**config.mk**
```make
export PLATFORM = sky130hd
export DESIGN_NAME = encoder_4_2_drain
export DESIGN_NICKNAME = d
export VERILOG_FILES = /design/src/rtl/enc_pkg.sv /design/src/rtl/pri_enc_4_2.sv /design/src/rtl/encoder_4_2_drain.sv
export SDC_FILE = /design/constraint.sdc
export NUM_CORES = 1
export LEC_CHECK = 0
export BUFFER_PORTS_ARGS = -buffer_cell sky130_fd_sc_hd__buf_2
export CORE_AREA = 2 2 39 41
export CTS_BUF_LIST = sky130_fd_sc_hd__clkbuf_8
export DETAILED_ROUTE_END_ITERATION = 12
export DIE_AREA = 0 0 41 43
export GPL_TIMING_DRIVEN = 0
export SLEW_MARGIN = 15
export SYNTH_ARGS = -nofsm -noshare
export SYNTH_HDL_FRONTEND = slang
export SYNTH_HIERARCHICAL = 1
export SYNTH_SLANG_ARGS = --single-unit
```
**constraint.sdc**
```tcl
create_clock -name clk -period 1.2 [get_ports clk]
set_input_delay 0 -clock clk [delete_from_list [all_inputs] [get_ports clk]]
set_output_delay 0 -clock clk [all_outputs]
set_load 0.05 [all_outputs]
```
**src/rtl/enc_pkg.sv**
```systemverilog
// ============================================================================
// Module      : enc_pkg
// Description : Shared types, constants and helpers for the sequential 4:2
//               priority encoder (encoder_4_2_drain) and its combinational
//               priority-select core (pri_enc_4_2).
// Contents    : state_t          - drain FSM states (IDLE, DRAIN)
//               N_REQ / CODE_W   - request vector width / code width
//               popcount_is_one  - true when exactly one bit is set
// Revision    : 1.0 - initial release
// ============================================================================
`default_nettype none

package enc_pkg;

  localparam int N_REQ  = 4;
  localparam int CODE_W = 2;

  typedef enum logic [0:0] {
    IDLE  = 1'b0,
    DRAIN = 1'b1
  } state_t;

  // Clearing the lowest set bit leaves zero only for a single-bit vector.
  function automatic logic popcount_is_one(input logic [N_REQ-1:0] v);
    return (v != '0) && ((v & (v - N_REQ'(1))) == '0);
  endfunction

endpackage : enc_pkg

`default_nettype wire

```
**src/rtl/pri_enc_4_2.sv**
```systemverilog
// ============================================================================
// Module      : pri_enc_4_2
// Description : Purely combinational 4:2 priority select. Picks either the
//               highest or the lowest set bit of vec and reports its index
//               together with a one-hot mask of that bit.
// Ports       : vec       in  [3:0] candidate request bits
//               msb_first in        1: highest index wins, 0: lowest wins
//               code      out [1:0] index of the selected bit (0 if none)
//               onehot    out [3:0] mask of the selected bit (0 if none)
//               any       out       at least one bit of vec is set
// Revision    : 1.0 - initial release
// ============================================================================
`default_nettype none

module pri_enc_4_2
  import enc_pkg::*;
(
  input  logic [N_REQ-1:0]  vec,
  input  logic              msb_first,
  output logic [CODE_W-1:0] code,
  output logic [N_REQ-1:0]  onehot,
  output logic              any
);

  // Each loop lets the last matching bit overwrite earlier ones, so the scan
  // direction decides which end of the vector has priority.
  always_comb begin
    code   = '0;
    onehot = '0;
    any    = |vec;
    if (msb_first) begin
      for (int i = 0; i < N_REQ; i++) begin
        if (vec[i]) begin
          code   = CODE_W'(i);
          onehot = N_REQ'(1) << i;
        end
      end
    end else begin
      for (int i = N_REQ - 1; i >= 0; i--) begin
        if (vec[i]) begin
          code   = CODE_W'(i);
          onehot = N_REQ'(1) << i;
        end
      end
    end
  end

endmodule : pri_enc_4_2

`default_nettype wire

```
**src/rtl/encoder_4_2_drain.sv**
```systemverilog
// ============================================================================
// Module      : encoder_4_2_drain
// Description : Sequential 4:2 priority encoder. Latches a 4-bit request
//               vector through a valid/ready handshake, then emits the index
//               of every set bit, one per output handshake, in priority order.
//               An all-zero vector is dropped and flagged with zero_err.
// Parameters  : MSB_FIRST  1: emit highest index first, 0: lowest first
// Ports       : clk, rst   clock / synchronous active-high reset
//               in_valid   in       request vector I is valid
//               in_ready   out      block can accept a vector
//               I          in  [3:0] request vector
//               out_valid  out      Y holds a valid code
//               out_ready  in       consumer accepts Y
//               Y          out [1:0] index of current priority pending bit
//               out_last   out      current code is the last pending bit
//               zero_err   out      one-cycle pulse after a zero vector
//               pending    out [3:0] remaining un-emitted request bits
// Revision    : 1.0 - initial release
// ============================================================================
`default_nettype none

module encoder_4_2_drain
  import enc_pkg::*;
#(
  parameter bit MSB_FIRST = 1'b1
) (
  input  logic              clk,
  input  logic              rst,
  input  logic              in_valid,
  output logic              in_ready,
  input  logic [N_REQ-1:0]  I,
  output logic              out_valid,
  input  logic              out_ready,
  output logic [CODE_W-1:0] Y,
  output logic              out_last,
  output logic              zero_err,
  output logic [N_REQ-1:0]  pending
);

  state_t              r_state;
  state_t              w_state_nxt;
  logic [N_REQ-1:0]    r_pending;
  logic [N_REQ-1:0]    w_pending_nxt;
  logic                r_zero_err;
  logic                w_zero_err_nxt;

  logic [CODE_W-1:0]   w_code;
  logic [N_REQ-1:0]    w_onehot;
  logic                w_any;
  logic                w_last;
  logic                w_drive;

  pri_enc_4_2 u_pri_enc (
    .vec       (r_pending),
    .msb_first (MSB_FIRST),
    .code      (w_code),
    .onehot    (w_onehot),
    .any       (w_any)
  );

  assign w_last = popcount_is_one(r_pending);

  // ---------------------------------------------------------------------------
  // State register
  // ---------------------------------------------------------------------------
  always_ff @(posedge clk) begin
    if (rst) begin
      r_state    <= IDLE;
      r_pending  <= '0;
      r_zero_err <= 1'b0;
    end else begin
      r_state    <= w_state_nxt;
      r_pending  <= w_pending_nxt;
      r_zero_err <= w_zero_err_nxt;
    end
  end

  // ---------------------------------------------------------------------------
  // Next-state logic. I is only looked at under in_valid, so an undriven
  // vector while idle never reaches the state.
  // ---------------------------------------------------------------------------
  always_comb begin
    w_state_nxt    = r_state;
    w_pending_nxt  = r_pending;
    w_zero_err_nxt = 1'b0;
    case (r_state)
      IDLE: begin
        if (in_valid) begin
          if (I != '0) begin
            w_pending_nxt = I;
            w_state_nxt   = DRAIN;
          end else begin
            w_zero_err_nxt = 1'b1;
          end
        end
      end
      DRAIN: begin
        if (out_ready) begin
          if (w_last || !w_any) begin
            w_pending_nxt = '0;
            w_state_nxt   = IDLE;
          end else begin
            w_pending_nxt = r_pending & ~w_onehot;
          end
        end
      end
      default: begin
        w_state_nxt   = IDLE;
        w_pending_nxt = '0;
      end
    endcase
  end

  // ---------------------------------------------------------------------------
  // Outputs. Reset masks the handshake outputs combinationally so that no
  // beat can be taken at the edge that discards a partially drained vector.
  // ---------------------------------------------------------------------------
  assign w_drive   = (r_state == DRAIN) && !rst;
  assign in_ready  = (r_state == IDLE) && !rst;
  assign out_valid = w_drive;
  assign Y         = w_drive ? w_code : '0;
  assign out_last  = w_drive && w_last;
  assign zero_err  = r_zero_err;
  assign pending   = r_pending;

endmodule : encoder_4_2_drain

`default_nettype wire

```
==> metrics.yaml, run 1 <==
timing:
  fin_crit_sh_pct: 129
  period_needed_ns: 1.55
  fin_ws_ns: -0.347
  fin_worst_skew_ns: 0.00452
  fmax_ghz: 0.646
  hold_violations: 0
  rsz0062_at_grt: "true"
  worstMarginPinSlew_ns: 0.518
  drv_slew: 0
  setup_viol: 8
  max_slew_margin_pct: 65.1
route:
  vias: 631
  first_iter_violations: 16
  wl_um: 1590
  drc: 0
  wire_per_inst_um: 13.6
  viasPerCell: 5.39
  drtPass1Iterations: 4
  drtAntennaViolNets: 0
min_path:
  hp-class: "in2reg"
power_and_ir_drop:
  p_per_area_mw_per_mm2: 1060
  p_clk_share_pct: 32.1
  ir_drop_v: 0.000481
  p_comb_share_pct: 44.3
  p_sw_uw: 345
  p_leak_uw: 0.000412
  p_int_uw: 641
  seqPwrFrac_pct: 23.6
  p_sw_share_pct: 35.0
critical_path:
  crit_type: "reg2out"
  arrival_ns: 1.55
  worstPathMaxFanout: 4
  required_ns: 1.20
  startpoint_type: "flop"
  cp-end-kind: "primary output"
logic_synthesis:
  synth.top_cell.area_share_pct: 24.9
  synthFlopType: "dfxtp_1"
  ys_top_cells_by_area: "dfxtp_1 (25%), o211ai_1 (12%), nand4b_1 (7.3%), o21a_1 (4.7%), nand3_1 (4.1%)"
  synth_edf_count: 0
  yosys_warnings: 6
  synth_seq_cells: 6
  yosysTopAreaCell: "dfxtp_1"
  synth_common_cells: "o211ai_1 (8), dfxtp_1 (6), nand3_1 (4), nand4b_1 (4)"
  syn_area_per_cell_um2: 8.19
  ys_seq_area_share_pct: 24.9
  synth_cells: 59
  async_reset_ff_share_pct: 0
  syn_area_um2: 483
  synth_most_common_cell: "o211ai_1"
  ys_types: 27
floorplanning:
  start_util_pct: 34.9
  die_y_um: 43
  coreArea_mm2: 0.00138
  die_w_um: 41
  ios: 18
  num_rows: 14
  dieArea_mm2: 0.00176
place:
  place.gp.congestion: 0.715
  pre_cts_ws_ns: -0.278
  dp_hpwl_um: 882
  port_buffers: 17
cts:
  cts.sinks: 6
  htreeDepth: 1
  clockBufferDepth: 2
  cts_tree: "done"
  clk_pin_slew_ns: 0.04
  cts_made_buffers: 3
  cts-root-buf: "clkbuf_8"
  insertion_delay_ns: 0.22
status:
  status: "finished with violations"
  violations: "setup timing"
cells_and_area:
  num-fill-cells: 121
  utilization_pct: 67.5
  drive_gt1_share_pct: 57.4
  diodes: 0
  syn2layout_area_growth_pct: 93.3
  nets: 110
global_routing:
  grt_overflow_total: 0
  grt_max_degree: 13
  antenna_found_initial: 0
  grt_pass1_wl_um: 2520
  grt_util_all_layers_pct: 20.8
  first_global_vias: 614
flow_run:
  drv_cap: 0
[metal layers]
metal / global-route usage [%] / vias to the layer above / wire length, um
li1: - / 315 / -
met1: 24.1 / 292 / 648
met2: 35.6 / 22 / 832
met3: 3.14 / 2 / 94
met4: 8.00 / 0 / 12
met5: 0 / - / 0
[through the flow]
stage	area (um2)	power [uW]	hold slack, ns	TNS, ns	instances
after floorplan	537	445	0.0624	-0.728	64
after global placement	642	512	0.220	-0.910	97
after detailed placement	642	513	0.225	-0.892	97
after CTS	861	930	0.0314	-1.44	113
after global routing	933	1040	0.0424	-2.13	117
final	933	986	0.0323	-1.70	117
[cells by family after synthesis]
logic type,count (synthesis),synth area share (%)
and+or+nand+nor,28,36.0
AOI/OAI and AO/OA,20,33.7
DFF,6,24.9
buffers and inverters,3,2.85
xor gates and xnor gates,1,1.81
other,1,0.776
[final timing paths]
check / startpoint / end / slack (ns) / cells past startpoint
setup reg to reg: pending[0] / pending[0] / -0.27 / 5
setup / recovery: pending[0] / out_last / -0.35 / 4
hold / removal: rst / r_state / 0.03 / 2
hold reg to reg: pending[1] / pending[1] / 0.58 / 2
[worst max-delay path, cell delays in order (launching register included)]
cell      delay, ns
dfxtp_4        0.35
or4b_4         0.56
o211ai_4       0.11
and2_4         0.17
buf_8          0.13
[layout make-up]
type / instances / area, um2 / area share, %
clock buffers: 3 / 41.3 / 4.42
flip-flops and latches: 6 / 135 / 14.5
plain buffers: 2 / 18.8 / 2.01
multi-input cells: 55 / 445 / 47.7
well taps: 16 / 20.0 / 2.14
clock inverters: 1 / 3.75 / 0.402
repair buffers: 33 / 265 / 28.4
inverters: 1 / 3.75 / 0.402
[power by group through the flow]
stage | sequential, uW | clock, uW | combinational [uW]
5_1_grt | 233 | 337 | 473
3_3_place_gp | 254 | 0 | 258
6_report | 232 | 316 | 437
2_1_floorplan | 280 | 0 | 165
4_1_cts | 235 | 322 | 372
3_5_place_dp | 253 | 0 | 260
[state kept, by name (all words and copies together) (netlist names)]
signal,count
pending,4
zero_err,1
r_state,1
[what timing repair did]
action / 4_1_cts / 5_1_grt
endpoints found under the hold margin: 1 / 0
setup endpoints to repair: 9 / 10
gates resized for setup: 22 / 10
pin swaps: 5 / 9
hold buffers: 1 / 0
buffers inserted: 11 / 5
[layout by cell type (no fill, tap or decap), types with 4 or more instances in the layout]
cell | netlist | routed
o211ai_1 | 8 | 8
buf_6 | 0 | 7
buf_2 | 2 | 12
dfxtp_4 | 0 | 4
nand3_1 | 4 | 4
buf_4 | 0 | 11
nand4b_1 | 4 | 4
conb_1 | 1 | 6
Power figures use the tool's default switching activity.
==> run 2, diff against run 1 <==
--- a/config.mk
+++ b/config.mk
@@ -5,12 +5,14 @@
 export SDC_FILE = /design/constraint.sdc
 export NUM_CORES = 1
 export LEC_CHECK = 0
+export ABC_AREA = 1
 export BUFFER_PORTS_ARGS = -buffer_cell sky130_fd_sc_hd__buf_2
-export CORE_AREA = 2 2 39 41
+export CORE_MARGIN = 5
+export CORE_UTILIZATION = 40
 export CTS_BUF_LIST = sky130_fd_sc_hd__clkbuf_8
 export DETAILED_ROUTE_END_ITERATION = 12
-export DIE_AREA = 0 0 41 43
 export GPL_TIMING_DRIVEN = 0
+export PLACE_DENSITY = 0.68
 export SLEW_MARGIN = 15
 export SYNTH_ARGS = -nofsm -noshare
 export SYNTH_HDL_FRONTEND = slang
==> metrics.yaml, run 2 <==
route:
  drc: 0
  drtAntennaViolNets: 0
  wl_um: 1520
  vias: 722
  wire_per_inst_um: 10.1
  viasPerCell: 4.78
  first_iter_violations: 18
  drtPass1Iterations: 4
cells_and_area:
  largest_reg_flops: 4
  utilization_pct: 66.0
  seqCellArea_um2: 139
  final_common_cell: "nand2_1"
  design_area_um2: 848
  multi_input_area_um2: 414
  most-common-layout-cells: "nand2_1 (23), nor2_1 (17), buf_2 (14)"
  drive_gt1_share_pct: 37.5
  nets: 145
  syn2layout_area_growth_pct: 58.4
  diodes: 0
  num-fill-cells: 134
timing:
  fin_worst_skew_ns: 0.00260
  drv_slew: 0
  setup_viol: 0
  fin_crit_sh_pct: 98.9
  hold_violations: 0
  fmax_ghz: 0.843
  period_needed_ns: 1.19
  rsz0062_at_grt: "true"
floorplanning:
  dieArea_mm2: 0.00217
  ios: 18
  die_w_um: 46.6
  start_util_pct: 41.7
  die_y_um: 46.6
  coreArea_mm2: 0.00128
  num_rows: 13
global_routing:
  first_global_vias: 600
  grt_max_degree: 10
  antenna_found_initial: 0
  grt_overflow_total: 0
  grt_util_all_layers_pct: 16.4
  grt_pass1_wl_um: 2440
logic_synthesis:
  yosys_warnings: 6
  async_reset_ff_share_pct: 0
  synth_mux_area_share_pct: 0
  synth_edf_count: 0
  ys_types: 14
  ys_seq_area_share_pct: 22.4
  synth.top_cell.area_share_pct: 22.4
  syn_area_per_cell_um2: 5.10
  yosys.area_share.simple_pct: 54.4
  synth_common_cells: "nand2_1 (29), nor2_1 (21), inv_1 (19), nand3_1 (11), a21oi_1 (8)"
  synth_compound_area_share_pct: 8.41
  synth_top_family_by_area: "simple AND/OR/NAND/NOR gates"
  synth_fa_ha_area_share_pct: 0
  synth_most_common_cell: "nand2_1"
  ys_top_cells_by_area: "dfxtp_1 (22%), nand2_1 (20%), nor2_1 (15%), inv_1 (13%), nand3_1 (10%)"
  synth_cells: 105
  syn_area_um2: 536
  synthFlopType: "dfxtp_1"
  yosysTopAreaCell: "dfxtp_1"
  synth_seq_cells: 6
  synthXorXnorAreaFrac_pct: 0
cts:
  cts_made_buffers: 3
  insertion_delay_ns: 0.23
  cts_hold_buf: 0
  htreeDepth: 1
  clockBufferDepth: 2
  cts_tree: "done"
  cts-root-buf: "clkbuf_8"
  clk_pin_slew_ns: 0.04
  cts.sinks: 6
critical_path:
  crit_type: "reg2out"
  worstPathMaxFanout: 6
  startpoint_type: "flop"
  cp-end-kind: "primary output"
  arrival_ns: 1.19
  r2r_slack_ns: 0.07
  required_ns: 1.20
place:
  dp_hpwl_um: 1120
  place.gp.congestion: 0.765
  port_buffers: 17
  placed_cell_area_um2: 707
power_and_ir_drop:
  p_per_area_mw_per_mm2: 1240
  p_leak_uw: 0.000449
  ir_drop_v: 0.000905
flow_run:
  drv_cap: 0
min_path:
  hp-class: "in2reg"
status:
  status: "complete, no violations"
run 2: cell count changes after synthesis, moves of 2 or more:
cell	previous run	this run
or4b_1	2	0
buf_2	2	0
a21oi_1	2	8
o211ai_1	8	0
and3_1	2	0
nand4b_1	4	0
nand2b_1	2	0
nor2b_1	2	0
and2_1	3	0
nand2_1	1	29
nor2_1	3	21
nand3_1	4	11
inv_1	1	19
o21a_1	3	0
run 2: logic make-up (layout without fill, tap and decap cells):
logic type             count (synthesis)  after routing
AND/OR/NAND/NOR                       69             69
buffers and inverters                 20             46
AO/OA/AOI/OAI                          9              9
flip-flops                             6              6
other                                  1              6
run 2: final timing paths:
path                   end        from  cells past startpoint
setup / recovery  out_last  pending[2]                      7
hold / removal    zero_err         rst                      2
hold reg to reg   zero_err     r_state                      1
setup reg to reg   r_state  pending[2]                      8
run 2: where the power goes:
part	leakage, uW	switching, uW	total (uW)	internal [uW]
sequential	0.0000526	35.7	257	222
combinational	0.000370	306	474	168
clock	0.0000269	100	321	221
run 2: through the flow:
step	worst slack, ns	instances	power [uW]	hold slack, ns	setup TNS, ns
2_1_floorplan	0.0319	110	546	0.0608	0
3_3_place_gp	0.0288	142	623	0.252	0
6_report	0.0135	151	1050	0.0146	0
5_1_grt	-0.0513	151	1120	0.0422	-0.190
4_1_cts	-0.0355	146	976	0.0153	-0.0355
3_5_place_dp	0.00538	142	631	0.251	0
run 2: layer usage:
layer | wire [um] | vias to the layer above | GRT usage, % | share of wire (%)
met4 | 48 | 0 | 13.6 | 3.2
met3 | 53 | 5 | 2.34 | 3.5
li1 | - | 384 | - | -
met5 | 0 | - | 0 | 0
met2 | 772 | 15 | 28.8 | 51
met1 | 645 | 318 | 16.8 | 42
run 2: timing repair:
action                                 CTS  global route
endpoints found under the hold margin    0             0
resized for setup                        9            17
setup buffers                            0             5
pin swaps                                0             6
setup endpoints to repair                4             7
run 2: worst max-delay path: stages (launching register included):
cell and delay (ns):
dfxtp_4 0.38, inv_2 0.06, nand2_4 0.06, nand2_2 0.05, nand2_2 0.08, nand2_4 0.08, nor2_4 0.10, buf_8 0.15
run 2: layout make-up:
class                   instances  area share, %
repair buffers                 22           17.6
inverters                      20           9.73
clock buffers                   3           4.87
flip-flops and latches          6           16.4
clock inverters                 1          0.442
well taps                      15           2.21
multi-input cells              84           48.8
